[config.mk]
export PLATFORM = sky130hd
export DESIGN_NAME = instr_prefetch_unit
export DESIGN_NICKNAME = d
export VERILOG_FILES = /design/src/rtl/instr_prefetch_unit.sv
export SDC_FILE = /design/constraint.sdc
export NUM_CORES = 1
export LEC_CHECK = 0
export ABC_CLOCK_PERIOD_IN_PS = 6900
export BUFFER_PORTS_ARGS = -buffer_cell sky130_fd_sc_hd__buf_2
export CAP_MARGIN = 30
export CORE_MARGIN = 3
export CORE_UTILIZATION = 58
export DETAILED_ROUTE_END_ITERATION = 10
export PLACE_DENSITY = 0.8
export RECOVER_POWER = 100
export SYNTH_ARGS = -nofsm -noshare
export SYNTH_HDL_FRONTEND = slang
export SYNTH_SLANG_ARGS = --single-unit
export TNS_END_PERCENT = 20
[constraint.sdc]
create_clock -name clk_in -period 6.9 [get_ports clk_in]
set_input_delay 1.035 -clock clk_in [delete_from_list [all_inputs] [get_ports clk_in]]
set_output_delay 1.035 -clock clk_in [all_outputs]
set_load 0.01 [all_outputs]
[src/rtl/instr_prefetch_unit.sv]
// instr_prefetch_unit: instruction fetch stage with a DEPTH-entry prefetch FIFO.
// Streams sequential 32-bit words from a synchronous ROM, tags each with its PC,
// and hands them to the decoder over a valid/ready handshake. A one-cycle
// redirect flushes the queue and the in-flight read, then refetches at a new PC.
// Optional feature: define PREFETCH_BYPASS_EN to forward a response straight to
// the outputs when the FIFO is empty, saving one cycle of latency.
module instr_prefetch_unit #(
  parameter int                    ADDR_WIDTH = 12,
  parameter int                    DEPTH      = 4,
  parameter logic [ADDR_WIDTH-1:0] RESET_PC   = '0
) (
  input  logic                         clk_in,
  input  logic                         rst_in,
  output logic [ADDR_WIDTH-1:0]        instr_addr_out,
  input  logic [31:0]                  instr_in,
  input  logic [ADDR_WIDTH-1:0]        pc_in,
  input  logic                         set_pc_in,
  output logic [31:0]                  instr_out,
  output logic [ADDR_WIDTH-1:0]        instr_pc_out,
  output logic                         instr_valid_out,
  input  logic                         instr_ready_in,
  output logic [$clog2(DEPTH+1)-1:0]   count_out
);

  localparam int PW = $clog2(DEPTH);
  localparam int CW = $clog2(DEPTH+1);

  logic [ADDR_WIDTH-1:0] fetch_pc;
  logic [ADDR_WIDTH-1:0] tag_pc;
  logic                  inflight;

  logic [31:0]           mem_data [DEPTH];
  logic [ADDR_WIDTH-1:0] mem_pc   [DEPTH];
  logic [PW-1:0]         rd_ptr;
  logic [PW-1:0]         wr_ptr;
  logic [CW-1:0]         count;

  logic                  bypass_hit;
  logic                  pop;
  logic                  fifo_pop;
  logic                  push;
  logic                  issue;
  logic [CW:0]           occupancy;

  assign instr_addr_out = fetch_pc;
  assign count_out      = count;

  // Head selection, handshake and issue decision; bypass forwards the response when the FIFO is empty
  always_comb begin
`ifdef PREFETCH_BYPASS_EN
    bypass_hit = inflight && (count == '0);
`else
    bypass_hit = 1'b0;
`endif
    instr_valid_out = (count != '0) || bypass_hit;
    instr_out       = bypass_hit ? instr_in : mem_data[rd_ptr];
    instr_pc_out    = bypass_hit ? tag_pc   : mem_pc[rd_ptr];
    pop             = instr_valid_out && instr_ready_in;
    fifo_pop        = pop && (count != '0);
    push            = inflight && !set_pc_in && !(bypass_hit && instr_ready_in);
    occupancy       = {1'b0, count} + {{CW{1'b0}}, inflight} - {{CW{1'b0}}, pop};
    issue           = !set_pc_in && (occupancy < (CW+1)'(DEPTH));
  end

  // Fetch PC, in-flight flag and tag of the outstanding ROM read
  always_ff @(posedge clk_in or posedge rst_in) begin
    if (rst_in) begin
      fetch_pc <= RESET_PC;
      tag_pc   <= '0;
      inflight <= 1'b0;
    end else if (set_pc_in) begin
      fetch_pc <= pc_in & ~ADDR_WIDTH'(3);
      inflight <= 1'b0;
    end else if (issue) begin
      fetch_pc <= fetch_pc + ADDR_WIDTH'(4);
      tag_pc   <= fetch_pc;
      inflight <= 1'b1;
    end else begin
      inflight <= 1'b0;
    end
  end

  // Prefetch FIFO storage, pointers and occupancy; a redirect empties it
  always_ff @(posedge clk_in or posedge rst_in) begin
    if (rst_in) begin
      rd_ptr <= '0;
      wr_ptr <= '0;
      count  <= '0;
      for (int i = 0; i < DEPTH; i++) begin
        mem_data[i] <= '0;
        mem_pc[i]   <= '0;
      end
    end else if (set_pc_in) begin
      rd_ptr <= '0;
      wr_ptr <= '0;
      count  <= '0;
    end else begin
      if (push) begin
        mem_data[wr_ptr] <= instr_in;
        mem_pc[wr_ptr]   <= tag_pc;
        wr_ptr           <= wr_ptr + PW'(1);
      end
      if (fifo_pop) begin
        rd_ptr <= rd_ptr + PW'(1);
      end
      case ({push, fifo_pop})
        2'b10:   count <= count + CW'(1);
        2'b01:   count <= count - CW'(1);
        default: count <= count;
      endcase
    end
  end

  // The issue rule must never let a response land in a full FIFO
  no_overflow: assert property (@(posedge clk_in) disable iff (rst_in)
    !(push && !fifo_pop && (count == CW'(DEPTH))));

endmodule

==> results by group, run 1 <==
Status
  – Status: finished, violations left
  – Violated checks: capacitance limit, slew limit

Clock tree
  – CTS tree: done
  – Postcts setup bufs: 0
  – Root Driver: clkbuf_16
  – Max Buffers Root-to-Sink: 2
  – Hold_buf cts: 0
  – Htree depth: 4
  – CTS Buf Count: 17
  – Clk_lat worst skew: 0.43 ns
  – Clk slew on worst S/H paths: 0.07 ns
  – Post-CTS sizing: 0
  – Clk sinks: a little under 200

Critical path
  – Required time worst endpoint: 7.21 ns
  – Critical Path Sink Type: flip-flop
  – Setup CP Type: in2reg
  – Worst setup SP type: input pin
  – Crit path arrival time: about 5.1 ns
  – CP max FO: 42
  – CP max stage cell: clkbuf_1
  – Ordered list of cells on the worst path: clkbuf_1 -> nor2_1 -> nand2_2 -> clkbuf_1 -> mux2_2
  – CP most frequent cell: clkbuf_1
  – Largest stage delay on the critical path: 2.02 ns

Routing
  – Remaining antenna violation count: 0
  – DRT Pass-1 Iters: 4
  – Via count: 5,228
  – Routed length per instance: around 20 um
  – Remaining DRCs: 0
  – Via-per-instance ratio: roughly 6.0
  – Iter 0 DRT Violations: 278
  – Final WL: around 18,000 um

Global routing
  – First-pass GRT wire length: 29,000 um
  – Pin count of the biggest net entering global routing: 130
  – Global route total overflow: 0
  – Initial antenna violation count: 1
  – Vias in the first global route: between 5k and 6k
  – Overall Global Routing Usage: 22.5%

Timing
  – RSZ-0062 raised after global routing: false
  – Pins Over Slew Limit: 217
  – Setup TNS: 0 ns
  – Worst Skew: around 0.009 ns
  – Final setup fails: 0
  – Max frequency: 207 MHz
  – Final Hold Viols: 0
  – Relative slew slack: -90.4%
  – Final period util: between 70% and 80%
  – Final worst path period need: 4.83 ns
  – Worst-margin pin slew: approximately 2.9 ns

Finish
  – Register Area: between 4000 and 5000 um2
  – Final Net Count: 725
  – Commonest non-fill, non-tap cells in the layout: dfrtp_1 (195), mux2_2 (171), clkbuf_1 (63)
  – Ratio of cells with drive above 1 in the final layout: a little over two fifths
  – Most common cell after layout, fill and taps aside: dfrtp_1
  – Filler cells: between 1k and 1.5k
  – Layout overhead on the synthesized area: 12.1%
  – Finished layout cell area: about 10000 um2
  – Footprint of the multi-input gates: 3750 um2

Pwr
  – Net Sw Frac: between 30 and 40%
  – Combinational cell fraction of total power: 35.0%
  – VDD IR max: 229 uV
  – PD cells: 458 nW/um2
  – Sequential Power Share: 44.1%
  – P_leak: 4.45 nW
  – Internal Power: 0.00308 W
  – Power share of the clock group: between 20% and 30%
  – Switching power: 0.00148 W

Placed design
  – Port buffer count: 101
  – Placement Cell Area: 9530 um2
  – Hpwl dp: 11,100 um
  – GPL Wtd Cong: 0.819

Floorplanning
  – Die height: between 100 and 150 um
  – Die ar.: between 15,000 and 20,000 um2
  – Die W: 130 um
  – CORE AREA: 14,800 um2
  – Num rows: 44
  – Ports: 108
  – Initial core utilization: around 60%

Synthesis
  – Synth Cell Area: 8900 um2
  – EDFF count, synth: 0
  – Fraction of registers with async set/reset: 100%
  – Netlist cell types: 48
  – YS warnings: 0
  – Synth Instances: 578
  – Main synth FF type: dfrtp_1
  – Mean post-synth cell area: 15.4 um2
  – Sequential cell area fraction in the yosys report: a little under three fifths
  – #FFs+latches synth: 196

Hold path
  – Hold Path Class: reg2reg

Job
  – MaxCap Viol Count: 5
[logic make-up (layout without fill, tap and decap cells)]
logic type | Yosys count | in the layout | synth area share, %
muxes | 223 | 223 | 33.8
DFF | 196 | 196 | 55.1
and+or+nand+nor | 66 | 66 | 4.07
buffers and inverters | 48 | 148 | 2.63
AOI/OAI and AO/OA | 29 | 29 | 2.43
adders and majority gates | 9 | 9 | 1.35
xor gates and xnor gates | 6 | 6 | 0.590
other | 1 | 5 | 0.0421
[per-stage QoR]
| stage | std cells | util, % | hold slack, ns | setup WS, ns | total power [W] |
|---|---|---|---|---|---|
| final | 866 | 67.6 | 0.501 | 2.07 | 0.00457 |
| after global routing | 866 | 67.6 | 0.509 | 1.75 | 0.00486 |
| after CTS | 865 | 68.5 | 0.505 | 3.49 | 0.00468 |
| after global placement | 832 | 64.5 | 0.481 | 3.24 | 0.00359 |
| after detailed placement | 833 | 64.6 | 0.490 | 3.23 | 0.00372 |
| after floorplan | 581 | - | 0.474 | 0.524 | 0.00318 |
[synthesized netlist by cell type, types with 2 or more instances]
cell type,instances,area (um2)
dfrtp_1,196,4900
mux2_2,170,1910
mux4_2,42,946
nand3_1,16,80.1
buf_2,12,60.1
clkbuf_1,11,41.3
buf_1,10,37.5
nor2_1,10,37.5
inv_1,9,33.8
ha_1,8,100
mux2_4,8,120
nand2_1,8,30.0
nor2b_1,8,50.1
a22oi_1,7,52.6
o21ai_0,6,30.0
xnor2_1,5,43.8
buf_4,4,30.0
nand4_1,4,25.0
nor3_1,4,20.0
mux2i_1,3,30.0
nor4_1,3,18.8
a2111o_1,2,22.5
a21oi_1,2,10.0
a31oi_1,2,12.5
and2_1,2,12.5
o211ai_1,2,15.0
or3_1,2,12.5
or4_4,2,22.5
[power groups by stage]
stage,clock network [W],logic [W],registers [W]
2_1_floorplan,0,0.00133,0.00185
3_3_place_gp,0,0.00161,0.00198
3_5_place_dp,0,0.00168,0.00204
4_1_cts,0.000970,0.00169,0.00202
5_1_grt,0.00102,0.00176,0.00209
6_report,0.000953,0.00160,0.00201
[worst max-delay path, delay by kind of cell]
kind / cells / cell delay (ns)
buf+inv: 2 / 3.06
mux: 1 / 0.48
simple gates: 2 / 0.54
[area by class of cell]
type / instances / share of cell area (%)
Sequential cell: 196 / 49.2
Multi-Input combinational cell: 337 / 37.6
Timing Repair Buffer: 107 / 4.78
Clock buffer: 22 / 4.75
Tap cell: 184 / 2.31
Clock inverter: 10 / 0.990
Inverter: 9 / 0.414
Antenna cell: 1 / 0.0251
[state kept, by name, summed over array words and instances (netlist names)]
| signal | flops |
|---|---|
| rd_ptr | 2 |
| count_out | 3 |
| wr_ptr | 2 |
| mem_pc | 40 |
| mem_data | 128 |
| inflight | 1 |
| instr_addr_out | 10 |
| tag_pc | 10 |
[per-layer routing]
metal	global-route usage [%]	wire, um
met1	30.0	7580
met3	5.20	890
met4	7.52	346
met5	0	0
met2	36.9	8840
[final timing paths]
check                                                 end  cells past startpoint  slack (ns)                      from
worst max-delay path             mem_data[39]$_DFFE_PP0P_                      5        2.07                 set_pc_in
worst min-delay path             mem_data[60]$_DFFE_PP0P_                      1        0.50  mem_data[60]$_DFFE_PP0P_
min in group asynchronous       mem_data[109]$_DFFE_PP0P_                      2        0.79                    rst_in
max in group asynchronous           rd_ptr[1]$_DFFE_PP0P_                      3        4.64                    rst_in
worst min register to register   mem_data[60]$_DFFE_PP0P_                      1        0.50  mem_data[60]$_DFFE_PP0P_
worst max register to register      tag_pc[6]$_DFFE_PP0P_                      8        3.13  count_out[0]$_DFFE_PP0P_
No activity file was read; power rests on OpenSTA's default activity.
==> inputs of run 2 (changes only) <==
Settings changed: ABC_CLOCK_PERIOD_IN_PS 6900 to 3900, CORE_UTILIZATION 58 to 53, PLACE_DENSITY 0.8 to 0.77.
Clock period 6.9 ns to 3.9 ns, I/O delays scaled along.
==> run 2 against run 1 <==
Against the previous run: the flow still finishes with violations (capacitance limit, slew limit); largest cell class unchanged; largest power group unchanged; core utilization fell by 5.3 points; combinational power rose by 73%; clock-buffer cell count rose by 2; critical path depth rose by 3; sequential share of layout area fell by 0.47 points; register-to-register slack got worse by 2.5 ns; sequential power rose by 77%; global-route usage fell by 2.0 points; cell area rose by 0.99%; routed wire length rose by 1.6%; clock power rose by 87%.
==> results by group, run 2 (synthesis gave the netlist of run 1 again) <==
Finish
  – Filler cells: 1,207 (+17%)
  – Final Net Count: 726 (+0.14%)
  – Commonest non-fill, non-tap cells in the layout: dfrtp_1 (194), mux2_2 (168), clkbuf_1 (61)
  – Register Area: 4910 um2 (about the same)
  – Ratio of cells with drive above 1 in the final layout: 43.3% (-0.65 points)
  – Most common cell after layout, fill and taps aside: dfrtp_1
  – Footprint of the multi-input gates: 3740 um2 (-0.37%)
  – Post-route insts no fill: 899 (+3.8%)
  – Biggest register: mem_data
  – Layout overhead on the synthesized area: 13.2%
  – Max reg flops: 128 (unchanged)
  – Top flop regs: mem_data (128), mem_pc (40)

Critical path
  – Crit path buf inv count: 1 (-1)
  – Setup CP Type: reg2reg
  – Critical Path Sink Type: flip-flop
  – Required time worst endpoint: 4.21 ns (-3.00 ns)
  – Worst setup SP type: flip-flop
  – Worst r2r src: count_out[0]$_DFFE_PP0P_
  – Largest stage delay on the critical path: 0.58 ns (-1.44 ns)
  – RR Endpoint: tag_pc[4]$_DFFE_PP0P_
  – FF-to-FF setup slack: 0.60 ns (-2.53 ns)
  – CP max FO: 12 (-71%)
  – CP most frequent cell: ha_1
  – Crit path arrival time: 3.61 ns (-1.53 ns)
  – CP max stage cell: a21oi_2
  – Ordered list of cells on the worst path: o31a_1 -> ha_1 -> inv_1 -> ha_1 -> and3b_1 -> or4_4 -> a21oi_2 -> mux2_2
  – Delay-heaviest family, CP: compound AO/OA/AOI/OAI gates
  – R2R cell count: 8 (unchanged)

Clock tree
  – Htree depth: 4 (unchanged)
  – Root Driver: clkbuf_16
  – Clk_lat worst skew: 0.42 ns (about the same)
  – CTS Buf Count: 17 (unchanged)
  – CTS tree: done
  – Post-CTS sizing: 0 (unchanged)
  – Clk slew on worst S/H paths: 0.06 ns (about the same)
  – Hold_buf cts: 0 (unchanged)
  – Clk sinks: 196 (unchanged)
  – Postcts setup bufs: 0 (unchanged)
  – Max Buffers Root-to-Sink: 2 (unchanged)

Global routing
  – Vias in the first global route: 5,666 (-0.54%)
  – Global route total overflow: 0 (unchanged)
  – First-pass GRT wire length: 29,000 um (about the same)
  – Overall Global Routing Usage: 20.4% (-2.0 points)
  – Pin count of the biggest net entering global routing: 88 (-32%)
  – Initial antenna violation count: 1 (unchanged)

Timing
  – Worst Skew: 0.00561 ns (-0.00366 ns)
  – Pins Over Slew Limit: 112 (-48%)
  – Final period util: between 80% and 90%
  – Relative slew slack: -20.9% (+70 points)
  – RSZ-0062 raised after global routing: false
  – Final hold slack: 0.423 ns (-0.0786 ns)
  – Worst-margin pin slew: 1.81 ns (-1.04 ns)
  – Max frequency: about 300 MHz
  – Final worst path period need: 3.30 ns
  – Final setup fails: 0 (unchanged)
  – Final Hold Viols: 0 (unchanged)
  – Setup TNS: 0 ns (unchanged)
  – Post-route setup slack: 0.599 ns (-1.47 ns)

Floorplanning
  – CORE AREA: 16,200 um2 (+9.6%)
  – Num rows: 46 (+4.5%)
  – Initial core utilization: 55.1% (-5.3 points)
  – Ports: 108 (unchanged)
  – Die W: 136 um (+4.4%)
  – Die height: 136 um (+4.4%)
  – Die ar.: 18,400 um2 (+9.0%)

Routing
  – Final WL: 17,900 um (+1.6%)
  – Via-per-instance ratio: 5.76 (-4.6%)
  – Iter 0 DRT Violations: 216 (-22%)
  – DRT Pass-1 Iters: 4 (unchanged)
  – Remaining antenna violation count: 0 (unchanged)
  – Routed length per instance: 20.0 um (-2.1%)
  – Remaining DRCs: 0 (unchanged)
  – Via count: 5,177 (-0.98%)

Hold path
  – Hold Path Depth: 3 (+2)
  – Hold Path Class: in2reg
  – Worst Hold End: instr_addr_out[7]$_DFFE_PP0P_
  – Hold path startpoint: pc_in[7]

Pwr
  – VDD IR max: 385 uV (+68%)
  – Total power: 0.00811 W (+78%)
  – PD cells: 804 nW/um2 (+76%)
  – P_leak: 4.48 nW (+0.57%)

Placed design
  – GPL Wtd Cong: 0.843 (+2.9%)
  – Dpl cells: 866 (+4.0%)
  – Hpwl dp: 11,700 um (+5.5%)
  – Port buffer count: 101 (unchanged)
  – Place WS: 0.628 ns (-2.60 ns)

Job
  – MaxCap Viol Count: 3 (-2)

Status
  – Violated checks: capacitance limit, slew limit
  – Status: finished, violations left
-- run 2: cell count changes in the layout (fill, tap and decap cells not counted), moves of 3 or more --
cell | before | now
mux2_2 | 171 | 168
clkinv_4 | 4 | 1
mux2_1 | 4 | 10
nand2_2 | 4 | 0
mux2_4 | 3 | 0
nand2_1 | 4 | 8
-- run 2: through the flow --
stage,instance area [um2],utilization (%)
2_1_floorplan,8920,-
3_3_place_gp,9610,59.4
3_5_place_dp,9610,59.4
4_1_cts,10200,63.2
5_1_grt,10100,62.3
6_report,10100,62.3
-- run 2: final cells by class --
class                      instances  area share (%)
inverter                           9           0.348
tap                              216            2.68
antenna                            1          0.0248
clock inverter                     8            1.23
multi-input combinational        337            37.1
clock buffer                      24            4.78
timing repair buffer             108            5.18
sequential                       196            48.7
-- run 2: per-layer routing --
metal	track usage (%)	part of all wire [%]
met4	6.10	1.4
met5	0	0
met3	5.27	4.6
met2	35.2	51
met1	25.5	43
-- run 2: worst min-delay path, stage by stage --
cell and delay, ns:
buf_2 0.08, a22oi_1 0.07, nand3_1 0.08
-- run 2: how the worst max path moves through the flow --
stage / from / end / slack [ns] / depth (start not counted)
3_3_place_gp: instr_ready_in / tag_pc[4]$_DFFE_PP0P_ / 0.67 / 9
4_1_cts: count_out[0]$_DFFE_PP0P_ / tag_pc[4]$_DFFE_PP0P_ / 0.71 / 8
6_report: count_out[0]$_DFFE_PP0P_ / tag_pc[4]$_DFFE_PP0P_ / 0.60 / 8
3_5_place_dp: instr_ready_in / tag_pc[4]$_DFFE_PP0P_ / 0.63 / 9
2_1_floorplan: rst_in / count_out[0]$_DFFE_PP0P_ / 0.78 / 1
5_1_grt: rst_in / mem_data[40]$_DFFE_PP0P_ / 0.33 / 3
-- run 2: where the power goes --
part / switching [W] / leakage, nW / total [W] / internal, W
Combinational: 0.00121 / 1.70 / 0.00277 / 0.00156
Clock: 0.000716 / 0.290 / 0.00178 / 0.00106
Sequential: 0.000679 / 2.48 / 0.00356 / 0.00288
==> inputs of run 3 (changes only) <==
Settings changed: ABC_CLOCK_PERIOD_IN_PS 3900 to 2850.
Clock period 3.9 ns to 2.85 ns, I/O delays scaled along.
==> run 3 against run 2 <==
Against the previous run: the run now ends clean; sequential cell count is the same; critical path type unchanged; combinational power grew 47%; clock skew grew 0.0041 ns; global-route usage grew 0.55 points; critical path depth grew 1; worst hold slack lost 0.25 ns; worst setup slack lost 0.46 ns; first-iteration DRC count grew 21%.
==> results by group, run 3 (synthesis gave the netlist of run 1 again) <==
Routing
  – DRT Pass-1 Iters: 4 (unchanged)
  – Remaining DRCs: 0 (unchanged)
  – Iter 0 DRT Violations: 261 (+21%)
  – Remaining antenna violation count: 0 (unchanged)
  – Routed length per instance: 19.8 um (-0.81%)
  – Via count: 5,272 (+1.8%)
  – Final WL: 18,000 um (+0.51%)
  – Via-per-instance ratio: 5.79 (+0.49%)

Finish
  – Commonest non-fill, non-tap cells in the layout: dfrtp_1 (194), mux2_2 (170), clkbuf_1 (55)
  – Top flop regs: mem_data (128), mem_pc (40)
  – Final Net Count: 739 (+1.8%)
  – Layout overhead on the synthesized area: 14.2%
  – Most common cell after layout, fill and taps aside: dfrtp_1
  – Ant diodes: 0 (-1)
  – Footprint of the multi-input gates: 3760 um2 (+0.64%)
  – Biggest register: mem_data
  – Max reg flops: 128 (unchanged)
  – Filler cells: 1,216 (+0.75%)
  – Ratio of cells with drive above 1 in the final layout: 46.2% (+2.9 points)
  – Register Area: 4910 um2 (about the same)

Critical path
  – CP most frequent cell: ha_1
  – Setup CP Type: reg2reg
  – FF-to-FF setup slack: 0.14 ns (-0.46 ns)
  – CP max FO: 6 (-6)
  – Delay-heaviest family, CP: simple AND/OR/NAND/NOR gates
  – Crit path arrival time: 3.02 ns (-0.59 ns)
  – Worst setup SP type: flip-flop
  – Crit path buf inv count: 2 (+1)
  – RR Endpoint: tag_pc[4]$_DFFE_PP0P_
  – CP max stage cell: or4_4
  – R2R cell count: 9 (+1)
  – Worst r2r src: count_out[2]$_DFFE_PP0P_
  – Critical Path Sink Type: flip-flop
  – Largest stage delay on the critical path: 0.53 ns (-0.05 ns)
  – Ordered list of cells on the worst path: o31a_1 -> ha_1 -> inv_1 -> ha_1 -> and3b_1 -> or4_4 -> a21oi_4 -> clkbuf_2 -> mux2_2
  – Required time worst endpoint: 3.16 ns (-1.05 ns)

Timing
  – Final period util: 95.1% (+10 points)
  – Post-route setup slack: 0.138 ns (-0.460 ns)
  – Final worst path period need: 2.71 ns (-0.590 ns)
  – Relative slew slack: 5.18% (+26 points)
  – Max frequency: 369 MHz (+22%)
  – Final hold slack: 0.177 ns (-0.246 ns)
  – Final Hold Viols: 0 (unchanged)
  – Worst Skew: 0.00968 ns (+0.00406 ns)
  – Worst-margin pin slew: 1.42 ns (-0.391 ns)
  – Final setup fails: 0 (unchanged)
  – Pins Over Slew Limit: 0 (-100%)
  – RSZ-0062 raised after global routing: false
  – Setup TNS: 0 ns (unchanged)

Pwr
  – P_leak: 4.54 nW (+1.4%)
  – Net Sw Frac: 32.3% (+0.22 points)
  – Sequential Power Share: 42.6% (-1.3 points)
  – PD cells: 1100 nW/um2 (+37%)
  – Power share of the clock group: 21.2% (-0.7 points)
  – Combinational cell fraction of total power: 36.2% (+2.1 points)
  – VDD IR max: 550 uV (+43%)
  – Internal Power: 0.00760 W (+38%)
  – Switching power: 0.00363 W (+40%)

Clock tree
  – Clk_lat worst skew: 0.42 ns (about the same)
  – Root Driver: clkbuf_16
  – Hold_buf cts: 0 (unchanged)
  – Clk sinks: 196 (unchanged)
  – Clk slew on worst S/H paths: 0.06 ns (about the same)
  – CTS Buf Count: 17 (unchanged)
  – Max Buffers Root-to-Sink: 2 (unchanged)
  – Postcts setup bufs: 0 (unchanged)
  – Post-CTS sizing: 0 (unchanged)
  – CTS tree: done
  – Htree depth: 4 (unchanged)

Global routing
  – Global route total overflow: 0 (unchanged)
  – Vias in the first global route: 5,712 (+0.81%)
  – Initial antenna violation count: 0 (-1)
  – Pin count of the biggest net entering global routing: 109 (+24%)
  – Overall Global Routing Usage: 21.0% (+0.55 points)
  – First-pass GRT wire length: 29,700 um (+2.5%)

Floorplanning
  – Initial core utilization: 55.1% (unchanged)
  – Ports: 108 (unchanged)
  – CORE AREA: 16,200 um2 (unchanged)
  – Die W: 136 um (unchanged)
  – Die height: 136 um (unchanged)
  – Num rows: 46 (unchanged)
  – Die ar.: 18,400 um2 (unchanged)

Placed design
  – Hpwl dp: 11,900 um (+1.7%)
  – GPL Wtd Cong: 0.851 (+1.0%)
  – Port buffer count: 101 (unchanged)
  – Place WS: 0.192 ns (-0.436 ns)

Job
  – MaxCap Viol Count: 0 (-3)

Status
  – Status: completed

Hold path
  – Hold Path Class: in2async
[run 3: changes by cell type in the layout (fill, tap and decap cells not counted), sizes merged]
cell / change
buf: +8
clkinvlp: +2
diode: -1
inv: +2
clkbuf: +2
bufinv: -1
[run 3: layout make-up]
class                      instances  area share [%]
timing repair buffer             121            5.81
tap                              216            2.66
clock buffer                      21            4.72
multi-input combinational        337            37.0
clock inverter                    11            1.21
sequential                       196            48.3
inverter                           9           0.345
[run 3: how the worst max path moves through the flow]
stage	from	end	slack, ns	depth (start not counted)
after floorplan	rst_in	count_out[0]$_DFFE_PP0P_	-0.11	1
after global placement	count_out[2]$_DFFE_PP0P_	tag_pc[2]$_DFFE_PP0P_	0.24	9
after CTS	rd_ptr[0]$_DFFE_PP0P_	instr_out[14]	0.15	3
final	count_out[2]$_DFFE_PP0P_	tag_pc[4]$_DFFE_PP0P_	0.14	9
after global routing	count_out[2]$_DFFE_PP0P_	tag_pc[4]$_DFFE_PP0P_	0.04	9
after detailed placement	count_out[2]$_DFFE_PP0P_	tag_pc[7]$_DFFE_PP0P_	0.19	9
[run 3: power by group through the flow]
| stage | clock network, W | registers (W) | logic (W) |
|---|---|---|---|
| after detailed placement | 0 | 0.00485 | 0.00435 |
| after floorplan | 0 | 0.00449 | 0.00323 |
| after CTS | 0.00244 | 0.00480 | 0.00437 |
| final | 0.00238 | 0.00479 | 0.00407 |
| after global routing | 0.00257 | 0.00495 | 0.00444 |
| after global placement | 0 | 0.00468 | 0.00420 |
[run 3: through the flow]
| step | total power (W) | area, um2 | cells | util [%] |
|---|---|---|---|---|
| 2_1_floorplan | 0.00771 | 8920 | 581 | - |
| 3_3_place_gp | 0.00888 | 9770 | 879 | 60.4 |
| 3_5_place_dp | 0.00919 | 9770 | 879 | 60.4 |
| 4_1_cts | 0.0116 | 10400 | 911 | 64.2 |
| 5_1_grt | 0.0120 | 10200 | 911 | 62.9 |
| 6_report | 0.0112 | 10200 | 911 | 62.9 |
[run 3: metal layers]
metal  wire length [um]  GRT usage [%]  vias up
met5                  0              0        -
met4                144           5.71        0
met3                856           4.90       15
met2               9350           35.9      141
met1               7680           27.1     2757
li1                   -              -     2359
